File: src/rtl/fip_pkg.sv
// Shared types and helpers for the fast-inner-product result path.
package fip_pkg;

    localparam int LANES = 12;
    localparam int PRODS = 4;

    typedef enum logic {
        ACC = 1'b0,
        OUT = 1'b1
    } state_t;

    function automatic int fip_pw(input int in_size_1);
        return 2 * (in_size_1 + 1);
    endfunction

    // Words arrive already sign-extended to 64 bits; callers truncate.
    function automatic logic [63:0] sum12(input logic [63:0] w [LANES]);
        logic [63:0] s;
        s = '0;
        for (int i = 0; i < LANES; i++) begin
            s = s + w[i];
        end
        return s;
    endfunction

endpackage

File: src/rtl/fip_beat_sum.sv
// Combinational adder tree: 12 signed partial words to one ACC_W beat sum.
module fip_beat_sum
    import fip_pkg::*;
#(
    parameter int P_W   = 18,
    parameter int ACC_W = 32
) (
    input  logic [P_W-1:0]   words [LANES],
    output logic [ACC_W-1:0] sum
);

    logic [63:0] ext [LANES];
    logic [63:0] total;

    always_comb begin
        for (int i = 0; i < LANES; i++) begin
            ext[i] = 64'($signed(words[i]));
        end
    end

    assign total = sum12(ext);
    assign sum   = ACC_W'(total);

endmodule

File: src/rtl/fip_result_acc.sv
// Accumulates partial-product beats and emits the Winograd-corrected
// dot product on a valid/ready port.
module fip_result_acc
    import fip_pkg::*;
#(
    parameter  int IN_SIZE_1 = 8,
    parameter  int ACC_W     = 32,
    parameter  int MAX_BEATS = 256,
    localparam int P_W       = fip_pw(IN_SIZE_1),
    localparam int CNT_W     = $clog2(MAX_BEATS + 1)
) (
    input  logic             clk_i,
    input  logic             rst_i,
    input  logic             in_valid_i,
    output logic             in_ready_o,
    input  logic [P_W-1:0]   in_data_i [LANES],
    input  logic             in_last_i,
    input  logic [ACC_W-1:0] corr_i,
    output logic             out_valid_o,
    input  logic             out_ready_i,
    output logic [ACC_W-1:0] out_data_o,
    output logic [CNT_W-1:0] out_cnt_o,
    output logic             out_err_o
);

    state_t           state;
    logic             live;
    logic [ACC_W-1:0] acc;
    logic [ACC_W-1:0] bsum;
    logic [ACC_W-1:0] corr_term;
    logic [CNT_W-1:0] cnt;
    logic [CNT_W-1:0] cnt_inc;
    logic             accept;
    logic             at_max;

    fip_beat_sum #(
        .P_W   (P_W),
        .ACC_W (ACC_W)
    ) u_beat_sum (
        .words (in_data_i),
        .sum   (bsum)
    );

    // Held low through reset; ready only once a clock edge has been seen.
    assign in_ready_o  = live && (state == ACC);
    assign out_valid_o = (state == OUT);
    assign accept      = in_valid_i && in_ready_o;
    assign cnt_inc     = cnt + CNT_W'(1);
    assign at_max      = (cnt_inc == CNT_W'(MAX_BEATS));
    assign corr_term   = in_last_i ? corr_i : '0;

    always_ff @(posedge clk_i or posedge rst_i) begin
        if (rst_i) begin
            state      <= ACC;
            live       <= 1'b0;
            acc        <= '0;
            cnt        <= '0;
            out_data_o <= '0;
            out_cnt_o  <= '0;
            out_err_o  <= 1'b0;
        end else begin
            live <= 1'b1;
            unique case (state)
                ACC: begin
                    if (accept) begin
                        if (in_last_i || at_max) begin
                            out_data_o <= acc + bsum - corr_term;
                            out_cnt_o  <= cnt_inc;
                            out_err_o  <= !in_last_i;
                            acc        <= '0;
                            cnt        <= '0;
                            state      <= OUT;
                        end else begin
                            acc <= acc + bsum;
                            cnt <= cnt_inc;
                        end
                    end
                end
                OUT: begin
                    if (out_ready_i) begin
                        state <= ACC;
                    end
                end
                default: state <= ACC;
            endcase
        end
    end

endmodule

File: config.mk
export PLATFORM = sky130hd
export DESIGN_NAME = fip_result_acc
export DESIGN_NICKNAME = d
export VERILOG_FILES = /design/src/rtl/fip_pkg.sv /design/src/rtl/fip_beat_sum.sv /design/src/rtl/fip_result_acc.sv
export SDC_FILE = /design/constraint.sdc
export NUM_CORES = 1
export LEC_CHECK = 0
export CORE_ASPECT_RATIO = 1.4
export CORE_UTILIZATION = 50
export CTS_CLUSTER_DIAMETER = 200
export DETAILED_ROUTE_END_ITERATION = 6
export PLACE_DENSITY = 0.79
export SETUP_SLACK_MARGIN = 0.2
export SYNTH_ARGS = -nofsm -noshare
export SYNTH_HDL_FRONTEND = slang
export SYNTH_SLANG_ARGS = --single-unit
File: constraint.sdc
create_clock -name clk_i -period 6.9 [get_ports clk_i]
set_input_delay 1.38 -clock clk_i [delete_from_list [all_inputs] [get_ports clk_i]]
set_output_delay 1.38 -clock clk_i [all_outputs]
set_load 0.01 [all_outputs]
# After elaboration in Yosys (flattened, before gate mapping)

Index checks and enable logic that the tools add are counted.

Register bits: 85
Bits in latches: 0
Memory bits (writable): 0
ROM bits: 0
Bits of input ports: 253
Output and inout port bits: 44
Word-level logic and storage cells: 36
Memories kept: 0

Add/sub/neg operators: 14
Multipliers: 0
Divide/modulo/power cells: 0
Order comparisons: 0
Eq/ne operators: 1
Shift operators: 0
Multiplexer cells: 7
Bitwise gates (word level): 1
Reductions and logical operators: 6

Operators with widths:

| operator            | number |
|---|---|
| $add 32x32->32      | 10 |
| $mux 32             | 2 |
| $sub 32x32->32      | 1 |
| $add 19x18->20      | 1 |
| $add 18x18->19      | 1 |
| $add 9x1->9 const B | 1 |
| $eq 9x9->1 const B  | 1 |
| $mux 9              | 1 |
| $mux 1              | 3 |
| $reduce_and 3->1    | 1 |
| $logic_and 1x1->1   | 2 |
| $pmux 1 s2          | 1 |
| $reduce_and 2->1    | 1 |
| $logic_not 1->1     | 1 |
| $logic_or 1x1->1    | 1 |
| $not 1->1           | 1 |

# Longest topological paths before layout

Depth after elaboration: 13
Mapped depth: 44
Gate-level depth less buffers: 44

# By module

From an unflattened synthesis, not the netlist that was laid out.

Cells, all modules: 1545
Area, all modules: 13499.2 sq um

By module, submodules not included:

| module         | instances | cells an instance | area an instance (sq um) | seq. area each (sq um) |
|---|---|---|---|---|
| fip_result_acc | 1         | 831               | 6940.4                   | 2127.0 |
| fip_beat_sum   | 1         | 714               | 6558.8                   | 0.0 |

# Worst setup path after synthesis

No wires, ideal clock.

Kind: input -> register
Start: in in_data_i[163] in the netlist's numbering
End: reg out_data_o[31]
Library setup time: 0.129 ns
Arrival: 10.174 ns
Path slack: -3.403 ns
Cell stages on the path: 43
Path buffers: 0
Path through: inv_1 fa_1 inv_1 ha_1 fa_1 a21o_1 a21oi_1 o21bai_1 a21oi_1 o21bai_1 a21oi_1 nor2b_1 o31ai_1 nand2b_1 a21oi_1 xnor2_1 fa_1 inv_1 (+7 left out) o21ai_0 nor3_1 a21oi_1 a21o_1 a21oi_1 xnor2_1 ha_1 and3_1 a21boi_1 o2111ai_1 o21a_1 a311oi_1 a31oi_1 o31ai_2 a31oi_1 o21ai_1 xnor2_1 o21ai_1

Longest elaborated chain between the ends: 12

Ends and longest elaborated chain:

| item                        | line                 | text |
|---|---|---|
| from (decl)                 | fip_result_acc.sv:16 | `input logic [P_W-1:0] in_data_i [LANES],` |
| $add 19x18->20              | fip_pkg.sv:21        | `s = s + w[i];` |
| $add 32x32->32 (9 in a row) | fip_pkg.sv:21        |  |
| $add 32x32->32              | fip_result_acc.sv:67 | `out_data_o <= acc + bsum - corr_term;` |
| $sub 32x32->32              | fip_result_acc.sv:67 |  |
| to (signal assigned)        | fip_result_acc.sv:67 |  |
| to (decl)                   | fip_result_acc.sv:21 | `output logic [ACC_W-1:0] out_data_o,` |

Every way passes these cells.
A chain may end at the register's enable or synchronous reset.

# Final worst setup path

Ends and elaborated chain as after synthesis.

==> impl_results.md <==
* Largest net degree at the start of global routing at 75
* CP Capture Type: flip-flop
* Pre-CTS setup slack at -4.04 ns
* Grt met2 use at 0.587
* Layout Skew at 0.0133 ns
* Via count at 12.1k
* Hold slack final at 0.478 ns
* CP arrival at 10.37 ns
* DR iter-0 viols at 546
* Most Used Layer, Global Route: met2
* Die Span Y at 191 um
* Area of the multi-input gates at 0.0108 mm2
* Worst endpoint required time at 7.08 ns
* CP startpoint kind: primary input
* DR pass1 iterations at 5
* DR WL/cell at 19.3 um
* Yosys cell types at 72
* Top FF cell, synth: dfrtp_1
* Root Buffer: clkbuf_16
* Max-cap violations at 0
* I/O pin count at 297
* Fraction of layout cells with a size suffix above 1 at 0.281
* Setup ws final at -3.28 ns
* Tmin final at 10.18 ns
* Initial Util at 0.513
* Via/cell ratio at 5.38
* Num CTS Buffers at 9
* Num Clock Sinks at 85
* Hold Path Class: reg2reg
* Die area at 0.0262 mm2
* Finished Core Util at 0.808
* Critical setup path kind: in2reg
* Post-Route WL at 43400 um
* Grt met3 use at 0.0419
* Die width at 137 um
* Cell area after synthesis at 0.0128 mm2
* Crit-path max FO at 3
* CP max stage delay at 0.56 ns
* Slew Limit Headroom at 0.180
* Placer congestion estimate at 0.922
* Initial antenna violation count at 0
* Net count after synthesis at 1913
* Post-synth top area share at 0.339
* Area Overhead vs Synth at 57.5%
* Setup-failing EPs final at 54
* Number of global-route vias before repair at 12.8k
* Clk_lat worst skew at 0.36 ns
* Clock-pin transition on the worst setup and hold timing paths at 0.06 ns
* Synth Register Bits at 85
* Tightest Pin Transition at 1.23 ns
* CTS tree: done
* Most frequent cell after synthesis: inv_1
* Max Slew Vio Count at 0
* Asr flop ratio synth at 1.00
* Ant. Diodes at 0
* Top cells by count, synth: inv_1, fa_1, nand2_1
* Synthesized area per cell at 9.41 um2
* Core Region at 0.0248 mm2
* Post-DRT Antenna Nets at 0
* Fin. Hold Viols at 0
* Final Cycle Share at 1.48
* Post-synth EDFFs at 0
* Setup tns final at -104.56 ns
* First-pass GRT wire length at 61100 um
* RSZ-0062 raised after global routing: true
* DRC errors left at 0
* Seq. cell area at 0.00213 mm2
* # fillers at 1444
* Synth area leaders: fa_1, dfrtp_1, ha_1
* Remaining global-route overflow at 0
* Yosys top cell by area: fa_1
* Nets at 2484
* Failing checks: negative setup slack
* CP max-delay cell: fa_1
* Port Buffers at 296
* Detailed placement HPWL at 30900 um
* Outcome: finished with violations
* Tot GR Track Use at 0.306
* CTS H-tree depth at 3
* Post-Synthesis Cells at 1356
* Synth warn at 0
* Clock Path Buffers at 2
* Met1 GRT Util at 0.317
* Fmax at 0.0982 GHz
* # rows at 68
* Sequential share of the synthesized area at 0.167
## through the flow
| stage | instance area (um2) | cells |
|---|---|---|
| 2_1_floorplan | 13200 | 1356 |
| 4_1_cts | 19300 | 2221 |
| 3_3_place_gp | 18100 | 2159 |
| 5_1_grt | 20100 | 2246 |
| 3_5_place_dp | 18100 | 2159 |
| 6_report | 20100 | 2246 |
## worst max-delay path, delay by kind of cell
| family | cells | cell delay [ns] |
|---|---|---|
| fa+ha+maj | 10 | 3.94 |
| buf+inv | 7 | 0.62 |
| simple gates | 4 | 0.51 |
| compound gates | 22 | 3.50 |
| xor+xnor | 3 | 0.41 |
## cells in the final DEF, fill, tap and decap left out, drive strengths merged, types with 13 or more instances in the layout
| master | synthesis | routed |
|---|---|---|
| a21o | 30 | 30 |
| a21oi | 68 | 68 |
| buf | 8 | 300 |
| clkdlybuf4s50 | 0 | 281 |
| dfrtp | 85 | 85 |
| fa | 216 | 216 |
| ha | 88 | 88 |
| inv | 284 | 285 |
| nand2 | 146 | 146 |
| nand3 | 19 | 19 |
| nor2 | 40 | 40 |
| nor3 | 13 | 13 |
| o21ai | 84 | 84 |
| xnor2 | 61 | 61 |
| xor2 | 36 | 36 |
## repair_timing
item,in CTS,in global routing
pin swaps,94,66
hold buffers,0,0
gates resized for setup,147,118
setup endpoints to repair,56,56
buffers inserted,47,25
## cells by family (layout without fill, tap and decap cells)
family                     after synthesis  count (layout)  share of synthesized area
AOI/OAI and AO/OA                      276             276                      0.143
xor gates and xnor gates               100             100                     0.0732
adders and majority gates              304             304                      0.425
buffers and inverters                  314             889                     0.0931
DFF                                     85              85                      0.167
muxes                                    2               2                    0.00206
other                                    1               1                   0.000294
and+or+nand+nor                        274             274                     0.0961
## routing by layer
metal / wire length [um] / part of all wire
met1: 14800 / 0.34
met2: 23900 / 0.55
met3: 2340 / 0.054
met4: 2400 / 0.055
met5: 0 / 0
## final timing paths
check	from	end	slack [ns]	depth (start not counted)
setup / recovery	in_data_i[163]	out_data_o[31]$_DFFE_PP0P_	-3.28	46
hold / removal	out_data_o[22]$_DFFE_PP0P_	out_data_o[22]$_DFFE_PP0P_	0.48	2
setup reg to reg	acc[2]$_DFFE_PP0P_	out_data_o[31]$_DFFE_PP0P_	0.44	26
hold reg to reg	out_data_o[22]$_DFFE_PP0P_	out_data_o[22]$_DFFE_PP0P_	0.48	2
max in group asynchronous	rst_i	acc[24]$_DFFE_PP0P_	4.36	3
min in group asynchronous	rst_i	acc[1]$_DFFE_PP0P_	1.30	2
## cell type report
type | instances | area share
inverter | 284 | 0.0536
clock inverter | 6 | 0.00243
multi-input combinational | 957 | 0.540
tap | 315 | 0.0196
sequential | 85 | 0.106
clock buffer | 9 | 0.0112
timing repair buffer | 590 | 0.267
## sequential cells by signal (all words and copies together) (netlist names)
signal and count:
cnt 9, live 1, out_data_o 32, out_valid_o 1
acc 32, out_cnt_o 9, out_err_o 1
Power is not shown: default switching activity piles up to over one toggle a cycle in this logic, so the estimate is an artifact.
